$ cat config.mk
export PLATFORM = sky130hd
export DESIGN_NAME = perf_reporter
export DESIGN_NICKNAME = d
export VERILOG_FILES = /design/src/rtl/perf_reporter.sv
export SDC_FILE = /design/constraint.sdc
export NUM_CORES = 1
export LEC_CHECK = 0
export CAP_MARGIN = 20
export CELL_PAD_IN_SITES_DETAIL_PLACEMENT = 1
export CELL_PAD_IN_SITES_GLOBAL_PLACEMENT = 2
export CORE_ASPECT_RATIO = 1.1
export CORE_UTILIZATION = 37
export DETAILED_ROUTE_END_ITERATION = 8
export GPL_ROUTABILITY_DRIVEN = 1
export HOLD_SLACK_MARGIN = 0.03
export PLACE_DENSITY_LB_ADDON = 0.1
export SKIP_LAST_GASP = 1
export SLEW_MARGIN = 30
export SYNTH_ARGS = -nofsm -noshare
export SYNTH_HDL_FRONTEND = slang
export SYNTH_SLANG_ARGS = --single-unit
$ cat constraint.sdc
create_clock -name i_clk -period 5.9 [get_ports i_clk]
set_input_delay 0.59 -clock i_clk [delete_from_list [all_inputs] [get_ports i_clk]]
set_output_delay 0.59 -clock i_clk [all_outputs]
set_load 0.01 [all_outputs]
$ cat src/rtl/perf_reporter.sv
// perf_reporter: queues branch/IPC window results in a small FIFO and serialises each as tag, value[15:8], value[7:0].
// Optional feature: define PERF_RPT_SEQ_EN to carry a 4-bit sequence number in the low nibble of each tag.
module perf_reporter #(
    parameter int BR_W       = 10,
    parameter int IPC_W      = 10,
    parameter int FIFO_DEPTH = 4
) (
    input  logic             i_clk,
    input  logic             i_rst_n,
    input  logic             i_br_upd,
    input  logic [BR_W-1:0]  i_br_val,
    input  logic             i_ipc_upd,
    input  logic [IPC_W-1:0] i_ipc_val,
    output logic [7:0]       o_tx_data,
    output logic             o_tx_vld,
    input  logic             i_tx_rdy,
    output logic [7:0]       o_drop_cnt
);
    localparam int AW = $clog2(FIFO_DEPTH);

    typedef struct packed {
`ifdef PERF_RPT_SEQ_EN
        logic [3:0]  seq;
`endif
        logic        ipc;
        logic [15:0] val;
    } rec_t;

    typedef enum logic [1:0] {IDLE, TAG, HI, LO} state_t;

    state_t        r_state, w_state_nxt;
    rec_t          r_mem [FIFO_DEPTH];
    rec_t          r_hold;
    rec_t          w_br_rec, w_ipc_rec;
    logic [AW-1:0] r_wp, r_rp;
    logic [AW:0]   r_cnt, w_free;
    logic [7:0]    r_drop, w_tag;
    logic [8:0]    w_drop_sum;
    logic [1:0]    w_n_drop;
    logic          w_hs, w_pop, w_empty, w_wr_br, w_wr_ipc;

    assign o_tx_vld   = r_state != IDLE;
    assign o_drop_cnt = r_drop;
    assign w_hs       = o_tx_vld & i_tx_rdy;
    assign w_empty    = r_cnt == '0;
    assign w_pop      = !w_empty && (r_state == IDLE || (r_state == LO && w_hs));
    // A same-cycle pop frees an entry, so a full FIFO can still accept one push.
    assign w_free     = (AW+1)'(FIFO_DEPTH) - r_cnt + (AW+1)'(w_pop);
    assign w_wr_br    = i_br_upd && w_free != '0;
    assign w_wr_ipc   = i_ipc_upd && (w_free > (AW+1)'(w_wr_br));
    assign w_n_drop   = 2'(i_br_upd & ~w_wr_br) + 2'(i_ipc_upd & ~w_wr_ipc);
    assign w_drop_sum = 9'(r_drop) + 9'(w_n_drop);

`ifdef PERF_RPT_SEQ_EN
    logic [3:0] r_seq;
    assign w_br_rec  = '{seq: r_seq, ipc: 1'b0, val: 16'(i_br_val)};
    assign w_ipc_rec = '{seq: r_seq + 4'(i_br_upd), ipc: 1'b1, val: 16'(i_ipc_val)};
    assign w_tag     = {r_hold.ipc ? 4'hC : 4'hB, r_hold.seq};

    // Sequence number advances once per offered record, dropped ones included.
    always_ff @(posedge i_clk) begin
        if (!i_rst_n) r_seq <= '0;
        else          r_seq <= r_seq + 4'(i_br_upd) + 4'(i_ipc_upd);
    end
`else
    assign w_br_rec  = '{ipc: 1'b0, val: 16'(i_br_val)};
    assign w_ipc_rec = '{ipc: 1'b1, val: 16'(i_ipc_val)};
    assign w_tag     = {r_hold.ipc ? 4'hC : 4'hB, 4'h0};
`endif

    assign o_tx_data = r_state == TAG ? w_tag :
                       r_state == HI  ? r_hold.val[15:8] :
                       r_state == LO  ? r_hold.val[7:0] : 8'h00;

    // Record storage; BR lands ahead of IPC when both are written together.
    always_ff @(posedge i_clk) begin
        if (i_rst_n && w_wr_br)  r_mem[r_wp] <= w_br_rec;
        if (i_rst_n && w_wr_ipc) r_mem[r_wp + AW'(w_wr_br)] <= w_ipc_rec;
    end

    // FIFO pointers, occupancy, holding register, drop counter and FSM state.
    always_ff @(posedge i_clk) begin
        if (!i_rst_n) begin
            r_state <= IDLE;
            r_wp    <= '0;
            r_rp    <= '0;
            r_cnt   <= '0;
            r_drop  <= '0;
            r_hold  <= '0;
        end else begin
            r_state <= w_state_nxt;
            r_wp    <= r_wp + AW'(w_wr_br) + AW'(w_wr_ipc);
            r_rp    <= r_rp + AW'(w_pop);
            r_cnt   <= r_cnt + (AW+1)'(w_wr_br) + (AW+1)'(w_wr_ipc) - (AW+1)'(w_pop);
            r_drop  <= w_drop_sum[8] ? 8'hFF : w_drop_sum[7:0];
            if (w_pop) r_hold <= r_mem[r_rp];
        end
    end

    // Byte sequencer: each handshake advances one byte; LO chains straight into the next record.
    always_comb begin
        w_state_nxt = r_state;
        case (r_state)
            IDLE:    w_state_nxt = w_empty ? IDLE : TAG;
            TAG:     w_state_nxt = w_hs ? HI : TAG;
            HI:      w_state_nxt = w_hs ? LO : HI;
            default: w_state_nxt = !w_hs ? LO : w_empty ? IDLE : TAG;
        endcase
    end
endmodule

# --- Yosys cells after proc, flatten, opt, wreduce, memory -nomap -nowiden ---
# Memories as Yosys holds them, arrays and structs flattened. A register that Yosys moved wholly into a read port is not among the register bits.
# Index checks and enable logic that the tools add are counted.
op_classes:
  reduce_logical: 13
  mux: 14
  order_cmp: 1
  n_eq_ne: 3
  bitwise: 5
  n_addsub: 10
op_table:
  columns: ["operator", "count"]
  rows:
  - ["8-bit 2-to-1 mux", 4]
  - ["3-bit by 1-bit adder with 3-bit output", 3]
  - ["8-bit by 2-bit adder with 9-bit output", 1]
  - ["2-bit by 1-bit adder with 2-bit output", 3]
  - ["1-bit logical AND", 6]
  - ["1-bit 2-to-1 mux", 6]
  - ["2-bit one-hot mux with 3 select lines", 1]
  - ["1-bit by 2-bit bitwise AND with 2-bit output", 2]
  - ["2-bit equality test, second input constant", 2]
  - ["2-bit 2-to-1 mux", 2]
  - ["1-bit inverter with 2-bit output", 2]
  - ["3-bit by 1-bit > comparator with 1-bit output", 1]
  - ["3-bit zero test", 1]
  - ["3-bit 2-to-1 mux", 1]
  - ["3-bit nonzero test", 1]
  - ["3-bit by 1-bit subtractor with 3-bit output", 1]
  - ["3-bit subtractor, first input constant", 1]
  - ["2-bit adder", 1]
  - ["2-bit by 1-bit equality test with 1-bit output, second input constant", 1]
  - ["1-bit zero test", 2]
  - ["2-bit zero test", 1]
  - ["2-bit nonzero test", 1]
  - ["1-bit bitwise AND", 1]
  - ["1-bit logical OR", 1]
totals:
  reg_bits: 33
  ram_bits: 44
  output_inout_bits: 17
  n_memories: 1
mem_list:
  columns: ["name", "words", "width", "rd", "rd_clocked_by_memory_dff", "wr", "line_no", "source"]
  rows:
  - ["r_mem", 4, 11, 1, 1, 2, "32", "rec_t r_mem [FIFO_DEPTH];"]

# --- Longest topological paths before layout ---
logic_depth:
  depth_word: 15
  depth_mapped: 19
  depth_no_buf: 19

# --- Least setup slack after synthesis ---
# OpenSTA, ideal clock, no wires.
synth_path:
  path_kind: "reg-to-reg"
  start: "register r_cnt[2]"
  end: "register r_drop[3] (netlist: o_drop_cnt[3])"
  arrival_time_ns: 4.132
  path_stages_with_launch: 18
  setup_ns: 0.115
  n_path_buf: 0
  slack_ns: 1.653
  cell_sequence: "dfxtp_1 > or3_1 > nand2_1 > ha_1 > inv_1 > ha_1 > nor2b_1 > a21oi_1 > ha_1 > nor2_1 > nor3_1 > and2_1 > ha_1 > ha_1 > fa_1 > and4_1 > and4_1 > o21a_1"
synth_between:
  elab_chain_len: 13
synth_lines:
  columns: ["item", "line_no", "source"]
  rows:
  - ["start, declared", "36", "logic [AW:0] r_cnt, w_free;"]
  - ["start signal, assigned", "94", "r_cnt <= r_cnt + (AW+1)'(w_wr_br) + (AW+1)'(w_wr_ipc) - (AW+1)'(w_pop);"]
  - ["parallel branches: the longest is 3 deep, another holds 3-bit subtractor", null, null]
  - ["3-bit by 1-bit adder with 3-bit output *", "48", "assign w_free = (AW+1)'(FIFO_DEPTH) - r_cnt + (AW+1)'(w_pop);"]
  - ["3-bit nonzero test", "49", "assign w_wr_br = i_br_upd && w_free != '0;"]
  - ["1-bit logical AND", "49", null]
  - ["3-bit by 1-bit > comparator with 1-bit output", "50", "assign w_wr_ipc = i_ipc_upd && (w_free > (AW+1)'(w_wr_br));"]
  - ["1-bit logical AND", "50", null]
  - ["1-bit inverter with 2-bit output", "51", "assign w_n_drop = 2'(i_br_upd & ~w_wr_br) + 2'(i_ipc_upd & ~w_wr_ipc);"]
  - ["1-bit by 2-bit bitwise AND with 2-bit output", "51", null]
  - ["2-bit adder *", "51", null]
  - ["8-bit by 2-bit adder with 9-bit output *", "52", "assign w_drop_sum = 9'(r_drop) + 9'(w_n_drop);"]
  - ["8-bit 2-to-1 mux *", "95", "r_drop <= w_drop_sum[8] ? 8'hFF : w_drop_sum[7:0];"]
  - ["end signal, assigned", "95", null]
  - ["end, declared", "37", "logic [7:0] r_drop, w_tag;"]
# Mark *: on every way between the ends.
# A chain may end at the register's enable or synchronous reset.

# --- Worst setup path after layout ---
layout_path:
  start: "input i_tx_rdy"
  end: "register r_drop[3] (netlist: o_drop_cnt[3])"
layout_between:
  elab_chain_len: 14
layout_lines:
  columns: ["item", "line_no", "source"]
  rows:
  - ["start, declared", "16", "input logic i_tx_rdy,"]
  - ["1-bit bitwise AND *", "44", "assign w_hs = o_tx_vld & i_tx_rdy;"]
  - ["1-bit logical AND *", "46", "assign w_pop = !w_empty && (r_state == IDLE || (r_state == LO && w_hs));"]
  - ["1-bit logical OR *", "46", null]
  - ["1-bit logical AND *", "46", null]
  - ["3-bit by 1-bit adder with 3-bit output *", "48", null]
  - ["3-bit nonzero test", "49", null]
  - ["1-bit logical AND", "49", null]
  - ["3-bit by 1-bit > comparator with 1-bit output", "50", null]
  - ["1-bit logical AND", "50", null]
  - ["1-bit inverter with 2-bit output", "51", null]
  - ["1-bit by 2-bit bitwise AND with 2-bit output", "51", null]
  - ["2-bit adder *", "51", null]
  - ["8-bit by 2-bit adder with 9-bit output *", "52", null]
  - ["8-bit 2-to-1 mux *", "95", null]
# Mark *: on every way between the ends. The rest lies on a longest branch, timed or not.

==> reports/qor.yml <==
run_status:
  status: "finished, final reports clean"
finish:
  leading_cell_type_in_the_layout_fill_and_taps_excluded: "sky130_fd_sc_hd__nand2_1"
  num-nets-final: 434
  area.growth.synth_to_final_pct: 18.73
  number_of_diodes_added_for_antenna_fixing: 0
  final_standard_cell_utilization_of_the_core: 0.4558
  final_cell_mix: "49 x sky130_fd_sc_hd__nand2_1, 41 x sky130_fd_sc_hd__clkdlybuf4s50_1, 40 x sky130_fd_sc_hd__edfxtp_1"
  final_layout_size_suffix_gt1_frac: 0.1047
global_route:
  grt_pass1_wl_mm: 15.61
  grt_util_met1: 0.2252
  track_usage: 0.1989
  grt_pass1_vias: 2960
  globalRouteOverflowTotal: 0
  top_usage_layer: "met2"
  antenna_found_initial: 0
  met3_usage: 0.03297
  grtUsageMet2: 0.3611
  grt_max_degree: 25
die:
  count_of_pins_on_the_block_boundary: 42
  num_rows: 38
  floorplan.initialDensity: 0.3839
  chipHeight_um: 108.5
  die-area_um2: 10720
  placeableCoreArea_um2: 9937
  die_w_um: 98.82
route:
  drt-initial-drc-count: 101
  drc: 0
  postRouteAntennaNets: 0
  route.vias.total: 2819
  viasPerCell: 5.411
  post_drt_wl_per_cell_um: 18.72
  detailedRoute.firstPassIterationCount: 5
  totalWireLength_mm: 9.753
sta:
  setup-tns-final_ps: 0
  max_clock_freq_ghz: 0.2050
  period_share: 0.8267
  postLayoutSetupSlackWorst_ps: 1023
  max-slew-margin-rel: 0.3672
  finalCriticalPeriod_ps: 4877
  maxSlewViolCount: 0
  finalHoldViolations: 0
  setup_violations: 0
  worst_clock_skew_ps: 6.029
  worstMarginPinSlew_ps: 949.1
  grt_setup_unrepaired: "no"
clock_tree:
  cts_root_buffer: "sky130_fd_sc_hd__clkbuf_8"
  cts_num_sinks: 72
  cts.path.max_buffers: 2
  tritoncts_buffers: 9
  cts_htree_levels: 3
  worstSkewPairLatency_ps: 360
  postCtsSetupRepairBufs: 0
  postCtsResizedCells: 0
  cts.clk_slew.worst_paths_ps: 80
  cts-hold-fix-buffers: 0
  clock_tree_from_tritoncts: "built"
power_and_ir_drop:
  pwr-share-seq: 0.392
  p_clk_frac: 0.176
  power-per-cell-area_nw_per_um2: 458.4
  fin_total_pwr_mw: 2.076
  power.ir.vdd_worst_v: 0.0001343
  p_sw_mw: 0.8107
  cell_internal_pwr_mw: 1.266
  power.switching_fraction: 0.3905
  combinationalPowerShare: 0.431
  cellLeakagePower_nw: 1.774
placed_design:
  place_hpwl_mm: 6.764
  routabilityCongestion: 0.7569
  port_buffers: 41
  preCtsSetupSlack_ps: 616.7
worst_setup_path:
  worst-path-max-fanout: 6
  worst_ep_arrival_time_ps: 5130
  timing.critical_path.to_type: "register"
  critPathKind: "input port to register"
  cp.required_ps: 6150
  worstSetupStartpointType: "input port"
yosys:
  gate_count_post_synth: 356
  synth.ff_latch_count: 72
  synth-seq-area-share: 0.4828
  post_synth_num_cell_types: 38
  synthesis.area_um2: 3815
  syn-num-nets: 394
  synth_area_per_cell_um2: 10.72
  async_flop_share: 0
  ys_dominant_reg_cell: "sky130_fd_sc_hd__edfxtp_1"
  synth-warning-count: 0
  synth-edff-count: 40
job:
  timing.max_cap.violations: 0
worst_hold_path:
  timing.hold.worst.class: "register to register"
-- state kept, by name (all words and copies together), names as in the netlist --
signal and flops:
r_mem 44, r_hold 11, o_drop_cnt 8, r_cnt 3, r_rp 2, r_state 2
r_wp 2
-- routing by layer --
| layer | vias up | share of wire |
|---|---|---|
| li1 | 1345 | - |
| met3 | 18 | 0.027 |
| met4 | 0 | 0.027 |
| met2 | 59 | 0.52 |
| met1 | 1397 | 0.43 |
| met5 | - | 0 |
-- path summary, 6_finish.rpt --
kind	start	end	slack, ps	depth (start not counted)
max	i_tx_rdy	o_drop_cnt[3]$_SDFF_PN0_	1020	19
min	r_mem[2][10]$_SDFFE_PP1P_	r_mem[2][10]$_SDFFE_PP1P_	460	1
max reg2reg	r_state[0]$_SDFF_PN0_	o_drop_cnt[3]$_SDFF_PN0_	1120	18
min reg2reg	r_mem[2][10]$_SDFFE_PP1P_	r_mem[2][10]$_SDFFE_PP1P_	460	1
-- cell usage after synthesis, types with 6 or more instances --
cell                       count  area share
sky130_fd_sc_hd__a32o_1       11       0.029
sky130_fd_sc_hd__and2_1        7       0.011
sky130_fd_sc_hd__buf_4         6       0.012
sky130_fd_sc_hd__clkbuf_1      9      0.0089
sky130_fd_sc_hd__dfxtp_1      32        0.17
sky130_fd_sc_hd__edfxtp_1     40        0.31
sky130_fd_sc_hd__ha_1         10       0.033
sky130_fd_sc_hd__inv_1        32       0.031
sky130_fd_sc_hd__mux2i_1      22       0.058
sky130_fd_sc_hd__mux4_2       11       0.065
sky130_fd_sc_hd__nand2_1      49       0.048
sky130_fd_sc_hd__nand3_1      24       0.031
sky130_fd_sc_hd__nor2_1       17       0.017
sky130_fd_sc_hd__o21ai_1      20       0.026
sky130_fd_sc_hd__xnor2_1       6       0.014
-- critical path: stages --
cell,delay (ps)
sky130_fd_sc_hd__clkdlybuf4s50_1,530
sky130_fd_sc_hd__nand3_1,110
sky130_fd_sc_hd__o21ai_0,110
sky130_fd_sc_hd__nand2_1,120
sky130_fd_sc_hd__ha_1,190
sky130_fd_sc_hd__inv_1,50
sky130_fd_sc_hd__ha_1,240
sky130_fd_sc_hd__nor2b_1,610
sky130_fd_sc_hd__a21oi_1,230
sky130_fd_sc_hd__ha_1,330
sky130_fd_sc_hd__nor2_1,140
sky130_fd_sc_hd__nor3_1,70
sky130_fd_sc_hd__and2_1,160
sky130_fd_sc_hd__ha_1,270
sky130_fd_sc_hd__ha_1,210
sky130_fd_sc_hd__fa_1,420
sky130_fd_sc_hd__and4_1,270
sky130_fd_sc_hd__and4_1,280
sky130_fd_sc_hd__o21a_1,200
-- layout make-up --
type                            instances  area [um2]
Inverter                               32       120.1
Tap cell                              120       150.1
Clock buffer                           11       151.4
Sequential cell                        72        1842
Multi-Input combinational cell        231        1758
Timing Repair Buffer                   50       478.0
Fill cell                            1084        5408
Clock inverter                          5       30.03
-- cell families after synthesis --
kind of cell               Yosys count  share of synthesized area
and+or+nand+nor                    115                     0.1397
adders and majority gates           13                    0.04854
xor gates and xnor gates            12                    0.02952
buffers and inverters               53                    0.05969
muxes                               33                     0.1227
DFF                                 72                     0.4828
AOI/OAI and AO/OA                   58                     0.1171
-- power groups by stage --
stage | logic (mW) | registers, mW | clock network, mW
final | 0.896 | 0.814 | 0.366
after global routing | 0.986 | 0.838 | 0.397
after global placement | 0.886 | 0.822 | 0
after floorplan | 0.655 | 0.765 | 0
after CTS | 0.913 | 0.818 | 0.377
after detailed placement | 0.908 | 0.830 | 0
-- metrics by stage --
stage	hold WS [ps]	cells	instance area, um2
6_report	464.7	521	4529
4_1_cts	464.3	521	4529
5_1_grt	484.4	521	4529
3_5_place_dp	447.5	505	4348
2_1_floorplan	420.9	356	3815
3_3_place_gp	435.8	505	4348
No activity file was read; power rests on OpenSTA's default activity.
